File: src/rtl/mem_stage_access.sv
`default_nettype none
// ============================================================================
//  Module      : mem_stage_access
//  Description : Memory-access pipeline stage. Performs one request/response
//                transaction per load/store on the data-memory bus, stalls the
//                upstream pipeline while it is in flight, places store data on
//                the correct byte lanes and aligns/extends load data.
//  Options     : MEM_MISALIGN_TRAP_EN - trap misaligned accesses instead of
//                issuing them (adds misaligned_out / fault_addr_out).
//  Revision    : 1.0 - initial release
// ============================================================================
module mem_stage_access #(
    parameter int XLEN   = 64,
    parameter int STRB_W = XLEN / 8
) (
    input  logic              clk,
    input  logic              reset,
    input  logic              branch_in,
    input  logic              mem_read_in,
    input  logic              mem_write_in,
    input  logic [XLEN-1:0]   addr_in,
    input  logic [XLEN-1:0]   wdata_in,
    input  logic [2:0]        funct3_in,
    output logic              branch_taken_out,
    output logic              stall_out,
    output logic [XLEN-1:0]   load_data_out,
    output logic              access_done_out,
    output logic              dmem_req_valid,
    input  logic              dmem_req_ready,
    output logic              dmem_req_we,
    output logic [XLEN-1:0]   dmem_req_addr,
    output logic [XLEN-1:0]   dmem_req_wdata,
    output logic [STRB_W-1:0] dmem_req_wstrb,
    input  logic              dmem_resp_valid,
    input  logic [XLEN-1:0]   dmem_resp_rdata
`ifdef MEM_MISALIGN_TRAP_EN
    ,
    output logic              misaligned_out,
    output logic [XLEN-1:0]   fault_addr_out
`endif
);

    localparam logic [1:0] c_S_IDLE = 2'd0;
    localparam logic [1:0] c_S_REQ  = 2'd1;
    localparam logic [1:0] c_S_WAIT = 2'd2;
    localparam logic [1:0] c_S_DONE = 2'd3;

    logic [1:0]        r_state;
    logic [1:0]        w_state_nxt;

    // Byte offset and size/sign of the access in flight, needed when the
    // read data returns.
    logic [2:0]        r_off;
    logic [2:0]        r_funct3;

    logic              w_access;
    logic [2:0]        w_off;
    logic [STRB_W-1:0] w_size_mask;
    logic [STRB_W-1:0] w_lane_strb;
    logic [XLEN-1:0]   w_lane_wdata;
    logic              w_trap;
    logic [XLEN-1:0]   w_load_shift;
    logic [XLEN-1:0]   w_load_ext;

    assign w_access = mem_read_in | mem_write_in;
    assign w_off    = addr_in[2:0];

    // Byte-enable pattern for the access size; funct3[1:0] encodes size for
    // both signed and unsigned loads, and 11 (D or the unused 111) is full.
    always_comb begin
        w_size_mask = STRB_W'(8'hFF);
        case (funct3_in[1:0])
            2'b00:   w_size_mask = STRB_W'(8'h01);
            2'b01:   w_size_mask = STRB_W'(8'h03);
            2'b10:   w_size_mask = STRB_W'(8'h0F);
            default: w_size_mask = STRB_W'(8'hFF);
        endcase
    end

    // Strobes are also driven for loads so the bus sees which bytes are used.
    // Bytes shifted past lane 7 fall off the top and are simply not written.
    assign w_lane_strb  = w_size_mask << w_off;
    assign w_lane_wdata = wdata_in << {w_off, 3'b000};

`ifdef MEM_MISALIGN_TRAP_EN
    logic w_misaligned;

    // An access is misaligned when its offset is not a multiple of its size.
    always_comb begin
        w_misaligned = 1'b0;
        case (funct3_in[1:0])
            2'b01:   w_misaligned = w_off[0];
            2'b10:   w_misaligned = |w_off[1:0];
            2'b11:   w_misaligned = |w_off;
            default: w_misaligned = 1'b0;
        endcase
    end

    assign w_trap = w_misaligned;
`else
    assign w_trap = 1'b0;
`endif

    // Bring the addressed byte down to bit 0, then truncate and extend.
    assign w_load_shift = dmem_resp_rdata >> {r_off, 3'b000};

    // Size truncation with sign (B/H/W) or zero (BU/HU/WU) extension.
    always_comb begin
        w_load_ext = w_load_shift;
        case (r_funct3)
            3'b000:  w_load_ext = {{(XLEN-8){w_load_shift[7]}},   w_load_shift[7:0]};
            3'b001:  w_load_ext = {{(XLEN-16){w_load_shift[15]}}, w_load_shift[15:0]};
            3'b010:  w_load_ext = {{(XLEN-32){w_load_shift[31]}}, w_load_shift[31:0]};
            3'b100:  w_load_ext = {{(XLEN-8){1'b0}},  w_load_shift[7:0]};
            3'b101:  w_load_ext = {{(XLEN-16){1'b0}}, w_load_shift[15:0]};
            3'b110:  w_load_ext = {{(XLEN-32){1'b0}}, w_load_shift[31:0]};
            default: w_load_ext = w_load_shift;
        endcase
    end

    // Hold the pipeline from the cycle an access appears until the response
    // arrives; DONE releases it so the instruction advances exactly once.
    assign stall_out = ((r_state == c_S_IDLE) & w_access) |
                       (r_state == c_S_REQ) |
                       (r_state == c_S_WAIT);

    assign branch_taken_out = branch_in & ~stall_out;

    // State register.
    always_ff @(posedge clk) begin
        if (!reset) begin
            r_state <= c_S_IDLE;
        end else begin
            r_state <= w_state_nxt;
        end
    end

    // Next-state logic for the single outstanding bus transaction.
    always_comb begin
        w_state_nxt = r_state;
        case (r_state)
            c_S_IDLE: begin
                if (w_access) begin
                    w_state_nxt = w_trap ? c_S_DONE : c_S_REQ;
                end
            end
            c_S_REQ: begin
                if (dmem_req_ready) begin
                    w_state_nxt = c_S_WAIT;
                end
            end
            c_S_WAIT: begin
                if (dmem_resp_valid) begin
                    w_state_nxt = c_S_DONE;
                end
            end
            c_S_DONE: begin
                w_state_nxt = c_S_IDLE;
            end
            default: begin
                w_state_nxt = c_S_IDLE;
            end
        endcase
    end

    // Request latching, bus handshake, load capture and completion pulse.
    always_ff @(posedge clk) begin
        if (!reset) begin
            r_off           <= 3'b000;
            r_funct3        <= 3'b000;
            dmem_req_valid  <= 1'b0;
            dmem_req_we     <= 1'b0;
            dmem_req_addr   <= '0;
            dmem_req_wdata  <= '0;
            dmem_req_wstrb  <= '0;
            load_data_out   <= '0;
            access_done_out <= 1'b0;
`ifdef MEM_MISALIGN_TRAP_EN
            misaligned_out  <= 1'b0;
            fault_addr_out  <= '0;
`endif
        end else begin
            access_done_out <= 1'b0;
`ifdef MEM_MISALIGN_TRAP_EN
            misaligned_out  <= 1'b0;
`endif
            case (r_state)
                c_S_IDLE: begin
                    if (w_access) begin
                        r_off          <= w_off;
                        r_funct3       <= funct3_in;
                        dmem_req_we    <= mem_write_in;
                        dmem_req_addr  <= {addr_in[XLEN-1:3], 3'b000};
                        dmem_req_wdata <= w_lane_wdata;
                        dmem_req_wstrb <= w_lane_strb;
                        if (w_trap) begin
                            access_done_out <= 1'b1;
`ifdef MEM_MISALIGN_TRAP_EN
                            misaligned_out  <= 1'b1;
                            fault_addr_out  <= addr_in;
`endif
                        end else begin
                            dmem_req_valid <= 1'b1;
                        end
                    end
                end
                c_S_REQ: begin
                    if (dmem_req_ready) begin
                        dmem_req_valid <= 1'b0;
                    end
                end
                c_S_WAIT: begin
                    if (dmem_resp_valid) begin
                        access_done_out <= 1'b1;
                        if (!dmem_req_we) begin
                            load_data_out <= w_load_ext;
                        end
                    end
                end
                default: begin
                end
            endcase
        end
    end

endmodule
`default_nettype wire

File: config.mk
export PLATFORM = sky130hd
export DESIGN_NAME = mem_stage_access
export DESIGN_NICKNAME = d
export VERILOG_FILES = /design/src/rtl/mem_stage_access.sv
export SDC_FILE = /design/constraint.sdc
export NUM_CORES = 1
export LEC_CHECK = 0
export ABC_CLOCK_PERIOD_IN_PS = 2350
export CAP_MARGIN = 40
export CORE_AREA = 2 2 160 162
export DETAILED_ROUTE_END_ITERATION = 10
export DIE_AREA = 0 0 162 164
export DONT_BUFFER_PORTS = 1
export SLEW_MARGIN = 5
export SYNTH_ARGS = -nofsm -noshare
export SYNTH_HDL_FRONTEND = slang
export SYNTH_SLANG_ARGS = --single-unit
File: constraint.sdc
create_clock -name clk -period 2.35 [get_ports clk]
set_clock_uncertainty 0.15 [all_clocks]
set_input_delay 0.47 -clock clk [delete_from_list [all_inputs] [get_ports clk]]
set_output_delay 0.47 -clock clk [all_outputs]
set_load 0.1 [all_outputs]
==> reports/qor_table.md <==
| Quantity | Reported | Unit |
|:---|:---|:---|
| Setup slack of the worst register-to-register path | 30 | ps |
| Most frequent standard cell in the layout excluding fill and tap cells | buf_4 | - |
| Max-cap viol count | 0 | - |
| Worst setup margin | -110 | ps |
| Die ar. | 0.0266 | mm2 |
| Final count of hold timing violations | 0 | - |
| Final Util | 57.4 | % |
| I/O pin count | 407 | - |
| Violations in the final reports | setup timing | - |
| Cell count after synthesis | 1303 | - |
| Number of violations reported at the end of detailed-routing iteration 0 | 883 | - |
| Maximum number of pins on one net before global-route repair | 118 | - |
| Avg WL per Cell | 20.9 | um |
| Worst EP required | 1730 | ps |
| Clock transition at the registers of the reported paths | 60 | ps |
| Post-synthesis instance area | 0.0106 | mm2 |
| Slew HR | 53.9 | % |
| R2r endpoint | load_data_out[56] | - |
| RSZ-0062 raised after global routing | yes | - |
| Wire length of the first global-routing pass | 58300 | um |
| Antenna violation net count after detailed routing | 0 | - |
| Placer's final routability congestion estimate | 0.953 | - |
| Number of fillers in the final layout | 2235 | - |
| Worst ir drop on vdd | 0.841 | mV |
| Capture point of the critical path | branch_taken_out | - |
| Class of the tightest hold or removal check | in -> reg | - |
| First-pass iteration count of the detailed router | 5 | - |
| Commonest non-fill, non-tap cells in the layout | buf_4 (229), nand2_1 (226), dfxtp_1 (204) | - |
| Post-synthesis area per instance | 8.12 | um2 |
| Status | finished, violations left | - |
| Final wirelength | 39200 | um |
| Number of sinks on the clock net | 208 | - |
| Post-route met1 wirelength | 14700 | um |
| Fraction of final layout cells with drive strength greater than 1 | 22.8 | % |
| Post-synthesis async set-or-reset flop share | 0 | % |
| Mean number of vias per cell | 5.71 | - |
| Worst reg-to-reg path cell count | 6 | - |
| Number of flip-flops and latches in the synthesized netlist | 208 | - |
| Site row count | 58 | - |
| Core Area | 0.0248 | mm2 |
| Diodes inserted | 0 | - |
| Vias in the first global route | 10300 | - |
| Nets | 1734 | - |
| Overflow left after global routing | 0 | - |
| Met3 Routed Length | 4120 | um |
| P&R area growth vs syn | 34.6 | % |
| Count of flip-flops with a built-in enable after synthesis | 0 | - |
| Yosys warning count | 0 | - |
| Arrival time at the worst endpoint | 1840 | ps |
| Buffers on Ports | 0 | - |
| Design area | 0.0143 | mm2 |
| Startpoint type of the worst setup path | flop | - |
| Critical register-to-register path startpoint | r_off[1] | - |
| Part of the cycle the worst path needs | 105 | % |
| Top_reg_cell synth | dfxtp_1 | - |
| Footprint of the flip-flops and latches | 0.00417 | mm2 |
| Leakage dissipation | 5.76 | nW |
| Post-route DRC | 0 | - |
| Worst-margin pin slew | 689 | ps |
| Overall die width | 162 | um |
| TritonCTS buffer count | 24 | - |
| Total number of vias | 10700 | - |
| Skew-Pair Late Insertion Delay | 510 | ps |
| Final period demand of the worst path | 2460 | ps |
| DPL Wire Length | 26900 | um |
| Initial antenna violation count | 0 | - |
| Top routing layer used | met4 | - |
| Highest clock rate | 406 | MHz |
| Start point of the critical path | r_state[0] | - |
| Initial core utilization | 42.6 | % |
| PD cells | 1450 | mW/mm2 |
| Crit. End Element | primary output | - |
| Setup slack at placement | 17.1 | ps |
| Area of combinational cells with multiple inputs | 0.00593 | mm2 |
| Count of unique library cells instantiated by Yosys | 51 | - |
| Path type of the worst setup path | reg -> out | - |
| CTS HTree Levels | 1 | - |
| Clock tree from TritonCTS | yes | - |
| Largest fanout on the critical path | 3 | - |
| Global-route usage over all layers | 27.7 | % |
| Post-DP Area | 0.0124 | mm2 |
| Sequential element share of the synthesized area | 39.3 | % |
| Final Setup Violations | 2 | - |
| Count of pins over their slew limit | 0 | - |
| Maximum clock insertion buffer count | 3 | - |
| Height of the die | 164 | um |
| Met2 wire len | 19000 | um |
| CTS root buffer | clkbuf_16 | - |
==> logic make-up (layout without fill, tap and decap cells) <==
group	after synthesis	count (layout)	synth area share (%)
AO/OA/AOI/OAI	396	396	23.9
adder cells (fa/ha/maj)	3	3	0.355
buffers and inverters	136	377	5.45
flip-flops	208	208	39.3
multiplexers	111	111	12.7
other	1	3	0.0354
AND/OR/NAND/NOR	448	448	18.3
==> synthesized netlist by cell type, types with 5 or more instances <==
cell type	count	area share [%]
a211o_1	7	0.58
a211oi_1	64	4.5
a21oi_1	145	6.9
a21oi_2	10	0.83
a221oi_1	8	0.66
a22oi_1	26	1.8
a311oi_1	14	1.2
a31oi_1	8	0.47
a32oi_1	7	0.58
buf_1	14	0.50
buf_2	14	0.66
buf_4	5	0.35
clkbuf_1	89	3.2
dfxtp_1	208	39
inv_1	9	0.32
mux2_2	22	2.3
mux2i_1	72	6.8
mux4_2	16	3.4
nand2_1	226	8.0
nand2b_1	15	0.89
nand3b_1	6	0.43
nor2_1	115	4.1
nor2b_1	36	2.1
nor3_1	36	1.7
o211a_1	8	0.76
o21ai_0	80	3.8
o221ai_1	8	0.66
or3_1	5	0.30
==> sequential cells by signal, summed over array words and instances (netlist names) <==
name / flops
dmem_req_valid: 1
dmem_req_wdata: 64
r_state: 2
dmem_req_addr: 61
r_funct3: 3
dmem_req_wstrb: 8
r_off: 3
load_data_out: 64
dmem_req_we: 1
access_done_out: 1
==> metal layers <==
metal	track usage, %	vias to the layer above
li1	-	5078
met1	32.3	5041
met2	48.0	502
met3	8.84	90
met4	9.41	0
met5	0	-
==> worst min-delay path by stage <==
stage | from | to | slack, ps | cells after the start
2_1_floorplan | r_funct3[2] | r_funct3[2] | 300 | 2
3_3_place_gp | dmem_req_addr[12] | dmem_req_addr[12] | 290 | 2
3_5_place_dp | dmem_req_addr[21] | dmem_req_addr[21] | 300 | 2
4_1_cts | dmem_req_ready | dmem_req_valid | 2 | 3
5_1_grt | wdata_in[2] | dmem_req_wdata[34] | 20 | 2
6_report | dmem_req_ready | dmem_req_valid | 20 | 3
==> worst max-delay path, cell delays in order, from the launching register on <==
cell and delay (ps):
dfxtp_2 350, inv_2 60, ha_4 150, nor2b_4 120, or3_4 360, nor2_4 110, buf_12 180
==> timing repair <==
action,in CTS,in global routing
hold endpoints to repair,146,0
setup endpoints to repair,2,37
gates resized for setup,1,3
cloned,0,1
hold buffers,83,0
buffers inserted,2,3
pin swaps,2,2
==> report_power, final <==
part | internal, W | switching [W] | total, W | leakage, nW
clock network | 0.00267 | 0.00151 | 0.00418 | 0.427
registers | 0.00435 | 0.000357 | 0.00470 | 1.70
logic | 0.00281 | 0.00903 | 0.0118 | 3.63
==> area by class of cell <==
cell class / count / area share (%)
Clock buffer: 33 / 4.74
Inverter: 10 / 0.281
Timing Repair Buffer: 324 / 19.7
Tap cell: 330 / 2.90
Clock inverter: 10 / 1.47
Sequential cell: 208 / 29.3
Multi-Input combinational cell: 961 / 41.6
==> stage by stage <==
step           TNS [ps]  hold slack [ps]  power [W]  cells
2_1_floorplan      -171              304     0.0138   1305
3_3_place_gp          0              294     0.0162   1744
3_5_place_dp          0              298     0.0163   1744
4_1_cts            -147             1.69     0.0207   1872
5_1_grt            -229             17.2     0.0215   1876
6_report           -111             15.6     0.0207   1876
No activity file was read; power rests on OpenSTA's default activity.
